==> config.mk <==
export PLATFORM = sky130hd
export DESIGN_NAME = dt_engine
export DESIGN_NICKNAME = d
export VERILOG_FILES = /design/src/rtl/dt_engine.sv
export SDC_FILE = /design/constraint.sdc
export NUM_CORES = 1
export LEC_CHECK = 0
export ABC_AREA = 1
export CORE_ASPECT_RATIO = 0.75
export CORE_UTILIZATION = 55
export DETAILED_ROUTE_END_ITERATION = 10
export GPL_TIMING_DRIVEN = 0
export PLACE_DENSITY = 0.77
export SLEW_MARGIN = 20
export SYNTH_ARGS = -nofsm -noshare
export SYNTH_HDL_FRONTEND = slang
export SYNTH_SLANG_ARGS = --single-unit
==> constraint.sdc <==
create_clock -name clk -period 4.3 [get_ports clk]
set_input_delay 0.86 -clock clk [delete_from_list [all_inputs] [get_ports clk]]
set_output_delay 0.86 -clock clk [all_outputs]
set_load 0.01 [all_outputs]
==> src/rtl/dt_engine.sv <==
// Chessboard distance-transform engine: loads a packed binary image from ROM into
// the result RAM, then optionally runs a forward and a backward min-plus-one sweep.
module dt_engine #(
  parameter  int IMG_W  = 128,
  parameter  int IMG_H  = 128,
  parameter  int WORD_W = 16,
  parameter  int PIX_W  = 8,
  localparam int SA_W   = $clog2(IMG_W*IMG_H/WORD_W),
  localparam int RA_W   = $clog2(IMG_W*IMG_H)
) (
  input  logic              clk,
  input  logic              reset,
  input  logic              start,
  input  logic              mode,
  output logic              busy,
  output logic              done,
  output logic              sti_rd,
  output logic [SA_W-1:0]   sti_addr,
  input  logic [WORD_W-1:0] sti_di,
  output logic              res_rd,
  output logic              res_wr,
  output logic [RA_W-1:0]   res_addr,
  output logic [PIX_W-1:0]  res_do,
  input  logic [PIX_W-1:0]  res_di
);
  localparam int CW     = $clog2(IMG_W);
  localparam int RW     = RA_W - CW;
  localparam int NWORDS = IMG_W*IMG_H/WORD_W;
  localparam int BW     = (WORD_W > 1) ? $clog2(WORD_W) : 1;

  typedef enum logic [2:0] {IDLE, LOAD_RD, LOAD_WR, FWD, BWD, DONE} state_t;
  state_t state;

  logic              mode_q, rd_wait, bwd, ld_bit, pix_done;
  logic              adv_swap, adv_fin;
  logic [BW-1:0]     bit_cnt;
  logic [WORD_W-1:0] shreg;
  logic [RW-1:0]     row, adv_row;
  logic [CW-1:0]     col, adv_col;
  logic [2:0]        nb;
  logic [PIX_W-1:0]  cen_q, acc, do_q, mn, inc, wval;
  logic [RA_W-1:0]   cen_addr, off, nbr_addr;

  assign bwd      = (state == BWD);
  assign cen_addr = {row, col};
  assign nbr_addr = cen_addr + off;

  // The first bit of a word goes straight from the ROM bus so each word costs WORD_W+1 cycles.
  assign ld_bit = (bit_cnt == '0) ? sti_di[WORD_W-1] : shreg[WORD_W-1];
  assign res_do = (state == LOAD_WR) ? PIX_W'(ld_bit) : do_q;

  assign mn       = (res_di < acc) ? res_di : acc;
  assign inc      = (mn == '1) ? mn : mn + 1'b1;
  assign wval     = (bwd && cen_q < inc) ? cen_q : inc;
  assign pix_done = res_wr | (rd_wait & (nb == 3'd0) & (res_di == '0));

  // Offset of the neighbour read after the one being consumed (nb = reads done so far).
  always_comb begin
    case (nb)
      3'd0:    off = bwd ? RA_W'(1)         : RA_W'(-IMG_W-1);
      3'd1:    off = bwd ? RA_W'(IMG_W-1)   : RA_W'(-IMG_W);
      3'd2:    off = bwd ? RA_W'(IMG_W)     : RA_W'(-IMG_W+1);
      default: off = bwd ? RA_W'(IMG_W+1)   : RA_W'(-1);
    endcase
  end

  always_comb begin
    adv_row  = row;
    adv_col  = col;
    adv_swap = 1'b0;
    adv_fin  = 1'b0;
    if (!bwd) begin
      if (col != CW'(IMG_W-2)) adv_col = col + 1'b1;
      else if (row != RW'(IMG_H-2)) begin adv_row = row + 1'b1; adv_col = CW'(1); end
      else begin adv_row = RW'(IMG_H-2); adv_col = CW'(IMG_W-2); adv_swap = 1'b1; end
    end else begin
      if (col != CW'(1)) adv_col = col - 1'b1;
      else if (row != RW'(1)) begin adv_row = row - 1'b1; adv_col = CW'(IMG_W-2); end
      else adv_fin = 1'b1;
    end
  end

  always_ff @(posedge clk) begin
    if (reset) begin
      state <= IDLE;  mode_q <= 1'b0; busy <= 1'b0; done <= 1'b0;
      sti_rd <= 1'b0; sti_addr <= '0; res_rd <= 1'b0; res_wr <= 1'b0; res_addr <= '0;
      do_q <= '0; bit_cnt <= '0; shreg <= '0; row <= '0; col <= '0; nb <= '0;
      rd_wait <= 1'b0; cen_q <= '0; acc <= '0;
    end else begin
      case (state)
        IDLE, DONE: if (start) begin
          state <= LOAD_RD; mode_q <= mode; busy <= 1'b1; done <= 1'b0;
          sti_rd <= 1'b1; sti_addr <= '0; res_addr <= '0;
        end
        LOAD_RD: begin
          sti_rd <= 1'b0; res_wr <= 1'b1; bit_cnt <= '0; state <= LOAD_WR;
        end
        LOAD_WR: begin
          res_addr <= res_addr + 1'b1;
          bit_cnt  <= bit_cnt + 1'b1;
          shreg    <= ((bit_cnt == '0) ? sti_di : shreg) << 1;
          if (bit_cnt == BW'(WORD_W-1)) begin
            res_wr <= 1'b0;
            if (sti_addr != SA_W'(NWORDS-1)) begin
              sti_addr <= sti_addr + 1'b1; sti_rd <= 1'b1; state <= LOAD_RD;
            end else if (mode_q) begin
              state <= FWD; row <= RW'(1); col <= CW'(1); nb <= '0;
              res_rd <= 1'b1; res_addr <= {RW'(1), CW'(1)};
            end else begin
              state <= DONE; done <= 1'b1; busy <= 1'b0;
            end
          end
        end
        FWD, BWD: begin
          if (res_rd) begin
            res_rd <= 1'b0; rd_wait <= 1'b1;
          end else if (pix_done) begin
            rd_wait <= 1'b0; res_wr <= 1'b0; nb <= '0;
            if (adv_fin) begin
              state <= DONE; done <= 1'b1; busy <= 1'b0;
            end else begin
              row <= adv_row; col <= adv_col;
              res_rd <= 1'b1; res_addr <= {adv_row, adv_col};
              if (adv_swap) state <= BWD;
            end
          end else if (rd_wait) begin
            rd_wait <= 1'b0;
            acc <= (nb == 3'd0) ? '1 : mn;
            if (nb == 3'd0) cen_q <= res_di;
            if (nb == 3'd4) begin
              res_wr <= 1'b1; res_addr <= cen_addr; do_q <= wval; nb <= '0;
            end else begin
              nb <= nb + 1'b1; res_rd <= 1'b1; res_addr <= nbr_addr;
            end
          end
        end
        default: state <= IDLE;
      endcase
    end
  end
endmodule

==> impl_metrics.yaml <==
yosys:
  syn_area_per_cell_um2: 6.63
  synth_cells: 1028
  ys_async_sr_fraction_pct: 0
  syn_nets: 1101
  ys_warn_count: 0
  synth-main-ff-cell: "dfxtp_1"
  synth-edff-count: 0
  syn_area_um2: 6820
  ys_ff_latch: 94
  yosysSeqAreaShare_pct: 27.6
  synthDistinctLibCells: 55
worst_hold_path:
  min_path_type: "reg -> reg"
floorplanning:
  start_util_pct: 57.6
  placementRows: 34
  io_pins: 65
  die_h_um: 98.4
  dieArea_um2: 12800
  fp.dieW_um: 131
  core-area_um2: 11800
run:
  max_cap_viol_count: 0
finish:
  layout_commonest_cell: "nand2_1"
  final_layout_size_suffix_gt1_share_pct: 8.27
  design_area_um2: 8110
  final-seq-area_um2: 1880
  area_growth_pct: 18.9
  n_antenna_cell: 0
  final_core_util_pct: 68.6
  final_cell_mix: "nand2_1, inv_1, a21oi_1, dfxtp_1, o21ai_0"
  nets: 1180
  fill_cells: 1092
  multi_input_comb_area_um2: 4330
sta:
  tightestPinTransition_ps: 814
  grt_setup_unrepaired: "yes"
  drv_slew: 0
  final.setup.tns_ps: 0
  period_needed_ps: 4150
  hold_viol: 0
  max_freq_ghz: 0.241
  skew_ps: 10.1
  setup_viol: 0
  slew_headroom_pct: 45.2
  period_share_pct: 96.5
route:
  drc: 0
  wl_per_cell_um: 16.4
  dr.pass1.iters: 5
  drtIter0Drc: 692
  ant_nets: 0
  via_count: 7363
  vias_per_cell: 5.78
  drt-total-wl_um: 20900
power_and_ir_drop:
  peakVddDrop_mv: 0.352
  p_leak_nw: 3.41
  power.density_nw_per_um2: 571
clock_tree:
  clock_path_buffers: 2
  cts_tree: "built"
  htreeDepth: 3
  clk_latency_ps: 360
  cts_root_buf: "clkbuf_16"
  clk_pin_slew_ps: 70
  clock-sinks: 94
  numCtsBuffers: 9
setup_path:
  start_kind: "input pin"
  critPathKind: "in -> reg"
  cp_slowest_stage_delay_ps: 340
  critPathCaptureType: "flip-flop"
  worstPathRequired_ps: 4500
  cp_top_family: "simple AND/OR/NAND/NOR gates"
  crit_fanout: 10
  cp_cell_sequence: "dlygate4sd2_1 -> ha_1 -> nand2_1 -> inv_1 -> nand2_1 -> nand2_2 -> nand2_4 -> nand2_4 -> buf_8 -> nand2_2 -> and2_1 -> nand3_2 -> nor3_2 -> nand3_2 -> o21ai_4 -> a21oi_4 -> ha_4 -> a21oi_1 -> nand3b_1 -> a41oi_4 -> buf_6 -> nand3_1 -> nand3_1 -> a21oi_1"
  crit_buf_inv: 4
  crit_arrival_ps: 4350
  slowest_stage: "ha_1"
place:
  port_buffers: 63
  dp_hpwl_um: 15800
  gp_congestion: 1.02
  placed_area_um2: 7650
global_route:
  antenna_found_initial: 0
  grt_pass1_vias: 6499
  grt_max_degree: 19
  grt_pass1_wl_um: 33200
  grt_usage_pct: 33.1
  overflow: 0
outcome:
  outcome: "finished clean"
## Yosys cell counts, types with 4 or more instances
library cell / count / area share, %
buf_2: 6 / 0.44
a221oi_1: 11 / 1.4
nand4_1: 8 / 0.73
nor2_2: 5 / 0.46
nand3_1: 78 / 5.7
dfxtp_1: 94 / 28
o22ai_1: 4 / 0.37
o21ai_0: 86 / 6.3
xnor2_1: 8 / 1.0
ha_1: 44 / 8.1
nand2_2: 12 / 1.1
xor2_1: 12 / 1.5
nand2_1: 182 / 10
inv_1: 140 / 7.7
nor3_2: 4 / 0.59
nand2_4: 5 / 0.83
clkbuf_1: 28 / 1.5
o211ai_1: 18 / 2.0
nor2_1: 76 / 4.2
o31ai_1: 4 / 0.44
a31oi_1: 12 / 1.1
inv_2: 8 / 0.44
a211oi_1: 9 / 0.99
nor4_1: 5 / 0.46
nor3_1: 27 / 2.0
a21oi_1: 96 / 7.0
## cells by family after synthesis
| group | share of synthesized area (%) |
|---|---|
| AND/OR/NAND/NOR | 28.0 |
| AO/OA/AOI/OAI | 22.9 |
| buffers and inverters | 10.6 |
| flip-flops | 27.6 |
| adder cells (fa/ha/maj) | 8.37 |
| XOR/XNOR | 2.57 |
## worst paths after layout
path | from | end | slack (ps) | depth (start not counted)
worst min register to register | do_q[2] | do_q[2] | 470 | 2
worst min-delay path | do_q[2] | do_q[2] | 470 | 2
worst max register to register | state[2] | res_addr[10] | 460 | 16
worst max-delay path | res_di[3] | do_q[1] | 150 | 24
## layout make-up
type,instances,share of cell area [%]
clock inverters,7,0.818
multi-input cells,748,53.4
repair buffers,69,8.41
well taps,162,2.50
clock buffers,9,2.78
flip-flops and latches,94,23.2
plain buffers,36,1.94
inverters,149,6.90
## metrics by stage
step	setup slack (ps)	hold WS [ps]	power (W)	instances
final	153	471	0.00463	1274
after global routing	-41.4	491	0.00498	1274
after floorplan	276	445	0.00299	1028
after global placement	-756	454	0.00370	1253
after CTS	40.3	470	0.00454	1272
after detailed placement	-776	458	0.00373	1253
## report_power, final
group	leakage (nW)	internal [W]	switching (W)
registers	0.763	0.00103	0.000161
clock network	0.141	0.000406	0.000391
logic	2.50	0.000935	0.00171
## per-layer routing
layer  vias up  routed length [um]  global-route usage, %
met4         0                 248                   8.05
met5         -                   0                      0
met3        25                2080                   6.19
met2       353                8400                   46.4
li1       3636                   -                      -
met1      3349               10100                   51.3
## sequential cells by signal, indices dropped and copies added, names as in the netlist, 3 cells and up
name / count
nb: 3
col: 7
bit_cnt: 4
shreg: 15
cen_q: 8
res_addr: 14
do_q: 8
acc: 8
sti_addr: 10
row: 7
state: 3
## tightest hold or removal path, delay by kind of cell, from the launching register on
| family | cells | cell delay (ps) |
|---|---|---|
| flip-flops | 1 | 320 |
| AND/OR/NAND/NOR | 1 | 60 |
| AO/OA/AOI/OAI | 1 | 50 |
## repair_timing
item,4_1_cts,5_1_grt
buffers inserted,3,3
setup endpoints to repair,8,14
hold buffers,0,0
gates resized for setup,15,16
pin swaps,0,4
(Power assumes the default switching activity.)
